$ cat config.mk
export PLATFORM = sky130hd
export DESIGN_NAME = rr_mux_arb
export DESIGN_NICKNAME = d
export VERILOG_FILES = /design/src/rtl/rr_mux_arb.sv
export SDC_FILE = /design/constraint.sdc
export NUM_CORES = 1
export LEC_CHECK = 0
export BUFFER_PORTS_ARGS = -buffer_cell sky130_fd_sc_hd__buf_2
export CORE_MARGIN = 2
export CORE_UTILIZATION = 28
export CTS_BUF_LIST = sky130_fd_sc_hd__clkbuf_4
export DETAILED_ROUTE_END_ITERATION = 8
export SYNTH_ARGS = -nofsm -noshare
export SYNTH_HDL_FRONTEND = slang
export SYNTH_SLANG_ARGS = --single-unit
$ cat constraint.sdc
create_clock -name Clk -period 11.85 [get_ports Clk]
set_input_delay 3.555 -clock Clk [delete_from_list [all_inputs] [get_ports Clk]]
set_output_delay 3.555 -clock Clk [all_outputs]
set_load 0.02 [all_outputs]
$ cat src/rtl/rr_mux_arb.sv
// rr_mux_arb: N-channel, W-bit multiplexer with per-channel valid/ready
// handshakes. It has a registered output stage with backpressure.
//
// Selection is either round-robin (mode=0) or a fixed channel given by
// `select` (mode=1). An out-of-range `select` grants nothing.
//
// Handshake rule (all ports): a beat moves on a rising Clk edge exactly when
// valid and ready are both high in the cycle before that edge. A producer may
// change Din while its valid is high and ready is low. Din_ready has at most
// one bit high and is combinational from the current inputs and state.
//
// Ports:
//   Clk         system clock, rising edge
//   Reset       asynchronous, active-high reset
//   Din         flattened channel data, channel i at [i*WIDTH +: WIDTH]
//   Din_valid   per-channel data valid
//   Din_ready   per-channel accept (one-hot or zero, zero while Reset=1)
//   mode        0 = round-robin, 1 = fixed select
//   select      channel index used when mode=1
//   Dout        registered output data
//   Dout_ch     index of the channel that supplied Dout
//   Dout_valid  Dout/Dout_ch hold a valid beat
//   Dout_ready  consumer accept
//   dbg_state   output stage state (0 = EMPTY, 1 = FULL)
//   dbg_rr_ptr  current round-robin start pointer
module rr_mux_arb #(
  parameter int WIDTH  = 8,
  parameter int NUM_CH = 7,
  parameter int SEL_W  = $clog2(NUM_CH)
) (
  input  logic                    Clk,
  input  logic                    Reset,
  input  logic [NUM_CH*WIDTH-1:0] Din,
  input  logic [NUM_CH-1:0]       Din_valid,
  output logic [NUM_CH-1:0]       Din_ready,
  input  logic                    mode,
  input  logic [SEL_W-1:0]        select,
  output logic [WIDTH-1:0]        Dout,
  output logic [SEL_W-1:0]        Dout_ch,
  output logic                    Dout_valid,
  input  logic                    Dout_ready,
  output logic                    dbg_state,
  output logic [SEL_W-1:0]        dbg_rr_ptr
);

  typedef enum logic {
    EMPTY = 1'b0,
    FULL  = 1'b1
  } out_state_e;

  out_state_e       state;
  out_state_e       state_nxt;
  logic [SEL_W-1:0] rr_ptr;

  logic             load_en;
  logic             accept;
  logic [SEL_W-1:0] grant;
  logic             grant_valid;
  logic [WIDTH-1:0] grant_data;

  // Round-robin search split in two passes so that no wrapped index
  // arithmetic is needed: the lowest valid channel at or above rr_ptr wins.
  // If there is none, the lowest valid channel overall wins, which is the
  // wrap-around case.
  logic [SEL_W-1:0] hi_idx;
  logic             hi_found;
  logic [SEL_W-1:0] lo_idx;
  logic             lo_found;

  assign load_en    = (state == EMPTY) || Dout_ready;
  assign accept     = !Reset && load_en && grant_valid;
  assign Dout_valid = (state == FULL);
  assign dbg_state  = (state == FULL);
  assign dbg_rr_ptr = rr_ptr;

  always_comb begin
    hi_idx      = '0;
    hi_found    = 1'b0;
    lo_idx      = '0;
    lo_found    = 1'b0;
    grant       = '0;
    grant_valid = 1'b0;
    grant_data  = '0;

    // Descending scan: the last hit assigned is the lowest index.
    for (int i = NUM_CH - 1; i >= 0; i--) begin
      if (Din_valid[i]) begin
        lo_idx   = SEL_W'(i);
        lo_found = 1'b1;
        if (SEL_W'(i) >= rr_ptr) begin
          hi_idx   = SEL_W'(i);
          hi_found = 1'b1;
        end
      end
    end

    if (!mode) begin
      grant_valid = hi_found || lo_found;
      grant       = hi_found ? hi_idx : lo_idx;
    end else begin
      // Compare against every legal index. A select value >= NUM_CH then
      // matches nothing, so it never aliases to a real channel.
      for (int i = 0; i < NUM_CH; i++) begin
        if ((select == SEL_W'(i)) && Din_valid[i]) begin
          grant       = SEL_W'(i);
          grant_valid = 1'b1;
        end
      end
    end

    for (int i = 0; i < NUM_CH; i++) begin
      if (grant == SEL_W'(i)) begin
        grant_data = Din[i*WIDTH +: WIDTH];
      end
    end
  end

  always_comb begin
    Din_ready = '0;
    for (int i = 0; i < NUM_CH; i++) begin
      Din_ready[i] = accept && (grant == SEL_W'(i));
    end
  end

  // Output stage state machine.
  always_comb begin
    state_nxt = state;
    if (load_en) begin
      state_nxt = grant_valid ? FULL : EMPTY;
    end
  end

  always_ff @(posedge Clk or posedge Reset) begin
    if (Reset) begin
      state <= EMPTY;
    end else begin
      state <= state_nxt;
    end
  end

  // Data, channel ID and round-robin pointer. On a drain with no grant,
  // Dout/Dout_ch keep their old values and only the state drops to EMPTY.
  always_ff @(posedge Clk or posedge Reset) begin
    if (Reset) begin
      Dout    <= '0;
      Dout_ch <= '0;
      rr_ptr  <= '0;
    end else if (accept) begin
      Dout    <= grant_data;
      Dout_ch <= grant;
      if (!mode) begin
        rr_ptr <= (grant == SEL_W'(NUM_CH - 1)) ? '0 : grant + SEL_W'(1);
      end
    end
  end

endmodule

# Word-level counts from Yosys, hierarchy flattened

Cells that the tools add are included.

Register bits after elaboration: 15

Add/sub/neg operators: 1
Order comparisons: 7
Equality and inequality tests: 12
Muxes and demuxes: 67
Bitwise operators: 2
Reductions and logical operators: 22

Operator list:

| operator                                                              | count |
|---|---|
| 3-bit two-way mux                                                     | 29 |
| 8-bit two-way mux                                                     | 7 |
| 1-bit two-way mux                                                     | 31 |
| 3-bit equality test, second input constant                            | 6 |
| 1-bit logical AND                                                     | 16 |
| 3-bit by 2-bit equality test with 1-bit output, second input constant | 4 |
| 3-bit >= comparator, first input constant                             | 3 |
| 3-bit by 1-bit equality test with 1-bit output, second input constant | 2 |
| 1-bit by 3-bit >= comparator with 1-bit output, first input constant  | 2 |
| 2-bit by 3-bit >= comparator with 1-bit output, first input constant  | 2 |
| 3-bit zero test                                                       | 2 |
| 3-bit by 1-bit adder with 3-bit output, second input constant         | 1 |
| 1-bit logical OR                                                      | 2 |
| 1-bit inverter                                                        | 2 |
| 2-bit AND reduction                                                   | 1 |
| 1-bit zero test                                                       | 1 |

# Depth between registers and ports, before layout

Word-level depth: 25
Gate-level depth with buffers: 13
Gate-level depth less buffers: 10

# Worst setup path after synthesis

OpenSTA, ideal clock, no wires.

Path type: input-to-output
Start: in Din_valid[6]
End: out Din_ready[1]
Arrival: 5.541 ns
Slack: 2.754 ns
Cell stages on the path: 7
Buffers on the path: 1
Path through: or3_4 -> o221ai_1 -> nor4b_1 -> a311oi_4 -> buf_4 -> or2_4 -> nor3_1

Cells in the longest elaborated chain, start to end: 17

RTL lines:

| what                                                                                       | RTL line | text |
|---|---|---|
| from (decl)                                                                                | 34       | `input logic [NUM_CH-1:0] Din_valid,` |
| 3-bit two-way mux / 1-bit two-way mux (equally long branches)                              | 87       | `if (Din_valid[i]) begin` |
| 3-bit two-way mux / 1-bit two-way mux (equally long branches)                              | 90       | `if (SEL_W'(i) >= rr_ptr) begin` |
| 3-bit two-way mux / 1-bit two-way mux (equally long branches)                              | 87       |  |
| 3-bit two-way mux / 1-bit two-way mux (equally long branches)                              | 90       |  |
| 3-bit two-way mux / 1-bit two-way mux (equally long branches)                              | 87       |  |
| 3-bit two-way mux / 1-bit two-way mux (equally long branches)                              | 90       |  |
| 3-bit two-way mux / 1-bit two-way mux (equally long branches)                              | 87       |  |
| 3-bit two-way mux / 1-bit two-way mux (equally long branches)                              | 90       |  |
| 3-bit two-way mux / 1-bit two-way mux (equally long branches)                              | 87       |  |
| 3-bit two-way mux / 1-bit two-way mux (equally long branches)                              | 90       |  |
| 3-bit two-way mux / 1-bit two-way mux (equally long branches)                              | 87       |  |
| 3-bit two-way mux / 1-bit two-way mux (equally long branches)                              | 90       |  |
| 3-bit two-way mux / 1-bit two-way mux (equally long branches)                              | 87       |  |
| 3-bit two-way mux / 1-bit logical OR (equally long branches)                               | 99, 98   |  |
| 3-bit two-way mux / 1-bit two-way mux (equally long branches)                              | 97       | `if (!mode) begin` |
| 3-bit by 1-bit equality test with 1-bit output / 1-bit logical AND (equally long branches) | 121, 71  |  |
| 1-bit logical AND (*)                                                                      | 121      | `Din_ready[i] = accept && (grant == SEL_W'(i));` |
| to (decl)                                                                                  | 35       | `output logic [NUM_CH-1:0] Din_ready,` |

Mark *: on every way between the ends. The rest lies on a longest branch, timed or not.

# Worst setup path in the final report

Start: in select[0]
End: out Din_ready[0]

Cells in the longest elaborated chain, start to end: 12

RTL lines:

| what                           | RTL line | text |
|---|---|---|
| from (decl)                    | 37       | `input logic [SEL_W-1:0] select,` |
| 3-bit zero test                | 104      | `if ((select == SEL_W'(i)) && Din_valid[i]) begin` |
| 1-bit logical AND              | 104      |  |
| 1-bit two-way mux (7 in a row) | 104      |  |
| 1-bit two-way mux              | 97       |  |
| 1-bit logical AND              | 71       | `assign accept = !Reset && load_en && grant_valid;` |
| 1-bit logical AND (*)          | 121      |  |

Marked as above.

==> impl_metrics.tcl <==
set metrics [dict create \
    status "completed" \
    numCtsBuffers 3 \
    coreArea_sq_um 5470 \
    synth_area_sq_um 1590 \
    drv_slew 0 \
    end_kind "output port" \
    yosysUniqueCellTypes 53 \
    maxSlewHeadroom_pct 24.4 \
    io-pin-count 93 \
    cpPeakStageDelay_ns 0.86 \
    busiest_layer "met2" \
    crit_chain "buf_2 > mux2i_1 > o311ai_1 > o32ai_1 > nor2b_1 > nand2_1 > or2_2 > nor2_1 > buf_2" \
    worstSetupPathType "in2out" \
    synth_top_area_share_pct 23.7 \
    gp_congestion 0.830 \
    critPathMostFrequentCell "buf_2" \
    clk_pin_slew_ns 0.09 \
    fin_setup_tns_ns 0 \
    synth_edf_count 0 \
    layout-drive-gt1-share_pct 42.5 \
    ctsHoldBuffers 0 \
    diodes 0 \
    cts_tree "done" \
    power_uw 308 \
    clk_latency_ns 0.29 \
    vias_per_cell 5.32 \
    post_cts_buffers 0 \
    tightest_slew_ns 1.13 \
    netlist_instances 190 \
    drtAntennaViolNets 0 \
    grt_max_degree 20 \
    max_clock_freq_mhz 102 \
    wire_per_inst_microns 15.7 \
    fillers 596 \
    fin_crit_sh_pct 82.9 \
    ys_warn_count 0 \
    dieWidth_microns 79.2 \
    clock_sinks 15 \
    synth_seq_cells 15 \
    p_per_area_nw_per_um2 148 \
    drtIter0Drc 129 \
    first_global_vias 1818 \
    grt_first_pass_wirelength_mm 8.65 \
    wl_mm 5.42 \
    fp.dieH_microns 79.2 \
    leakage_uw 0.000972 \
    period_needed_ns 9.82 \
    h-tree-depth 1 \
    setup_viol 0 \
    area_growth_pct 31.3 \
    critPathTopFamily "simple AND/OR/NAND/NOR gates" \
    netlist_top_cells_count "16 x nor2_1, 15 x dfrtp_1, 13 x nand2_1" \
    utilization_pct 38.0 \
    cp.arrival_ns 6.27 \
    grt_util_met2_pct 28.6 \
    antenna_found_initial 0 \
    setup_slack_ns 2.03 \
    start_kind "primary input" \
    firstDrtPassIters 4 \
    critPathBufInv 2 \
    crit_required_ns 8.30 \
    path_max_fanout 14 \
    worst_path_max_delay_cell "nor2b_1" \
    syn-mean-instance-area_sq_um 8.34 \
    fp-row-count 27 \
    post-place-ws_ns 2.07 \
    use_met3_pct 3.52 \
    critPathLaunch "select[0]" \
    syn-num-nets 261 \
    ys.flop_type "dfrtp_1" \
    min_path_type "reg2reg" \
    port-buffer-count 92 \
    hold_violations 0 \
    synth-async-reset-ratio_pct 100 \
    yosysMostFrequentCell "nor2_1" \
    rsz0062_at_grt "false" \
    drv_cap 0 \
    hold_start "Dout_ch[1]" \
    cts_resized 0 \
    start_util_pct 29.0 \
    met1_usage_pct 22.0 \
    yosys.area.top_type "dfrtp_1" \
    synth-seq-area-share_pct 23.7 \
    dp_hpwl_mm 4.15 \
    dieArea_sq_um 6280 \
    grt_use_total_pct 17.2 \
    fin_nets 345 \
    vias 1835 \
    irDropWorstVdd_v 0.0000522 \
    overflow 0 \
    holdWs_ns 0.488 \
    root_buffer "clkbuf_4" \
    timing.rr.start "dbg_rr_ptr[1]" \
    drc_errors 0 \
    cts_max_path_buffers 2 \
    finClkSkew_ns 0.0101 \
    synth_area_leaders "dfrtp_1 24%, mux2_2 5.0%, o22ai_1 3.9%, a2bb2oi_1 3.9%, mux2i_1 3.8%" \
]
## power by group
group | internal (uW) | switching (uW) | total [uW]
registers | 69.4 | 19.1 | 88.5
clock network | 15.4 | 17.9 | 33.2
logic | 76.7 | 110 | 186
total | 161 | 146 | 308
## stage by stage
stage,instances,cell area (sq um)
final,345,2080
after global routing,345,2080
after CTS,345,2080
after detailed placement,341,2050
after global placement,341,2050
after floorplan,190,1590
## state kept, by name, indices dropped and copies added, names as in the netlist
register and cells:
Dout 8, Dout_ch 3, Dout_valid 1, dbg_rr_ptr 3
## cell type report
type / instances / area [sq um] / area share, %
tap: 72 / 90.1 / 4.33
multi-input combinational: 153 / 1090 / 52.2
sequential: 15 / 375 / 18.0
inverter: 9 / 38.8 / 1.86
clock buffer: 4 / 30.0 / 1.44
timing repair buffer: 92 / 460 / 22.1
## tightest hold or removal path: stages (launching register included)
cell,delay (ns)
dfrtp_1,0.36
nand2_1,0.05
nand2_1,0.05
## metal layers
metal  vias to the layer above  wire (microns)
li1                        901               -
met1                       856            2400
met2                        66            2600
met3                        12             270
met4                         0             148
met5                         -               0
## path summary, 6_finish.rpt
path                       depth (start not counted)  slack [ns]            to
min reg2reg                                        2        0.49    Dout_ch[1]
min in group asynchronous                          2        3.33       Dout[5]
max reg2reg                                       10        7.86       Dout[3]
max in group asynchronous                          2        8.10    Dout_valid
max                                                9        2.03  Din_ready[0]
min                                                2        0.49    Dout_ch[1]
## cell usage in the layout (no fill, tap or decap), types with 3 or more instances in the layout
cell type / n
dfrtp_1: 15
nor2b_1: 6
nor2_1: 16
o22ai_1: 10
o21ai_0: 8
nand2_1: 13
nor3b_1: 3
a21oi_1: 8
mux2i_1: 6
a2bb2oi_1: 7
o21a_1: 7
a31oi_1: 9
mux2_2: 7
clkbuf_4: 4
buf_2: 92
a22oi_1: 7
a221oi_1: 4
inv_1: 8
nand2b_1: 3
## cell families after synthesis
kind of cell / after synthesis / share of synthesized area, %
AO/OA/AOI/OAI: 77 / 35.8
adder cells (fa/ha/maj): 1 / 0.789
buffers and inverters: 22 / 7.81
flip-flops: 15 / 23.7
multiplexers: 13 / 8.76
AND/OR/NAND/NOR: 62 / 23.2
(Power assumes the default switching activity.)
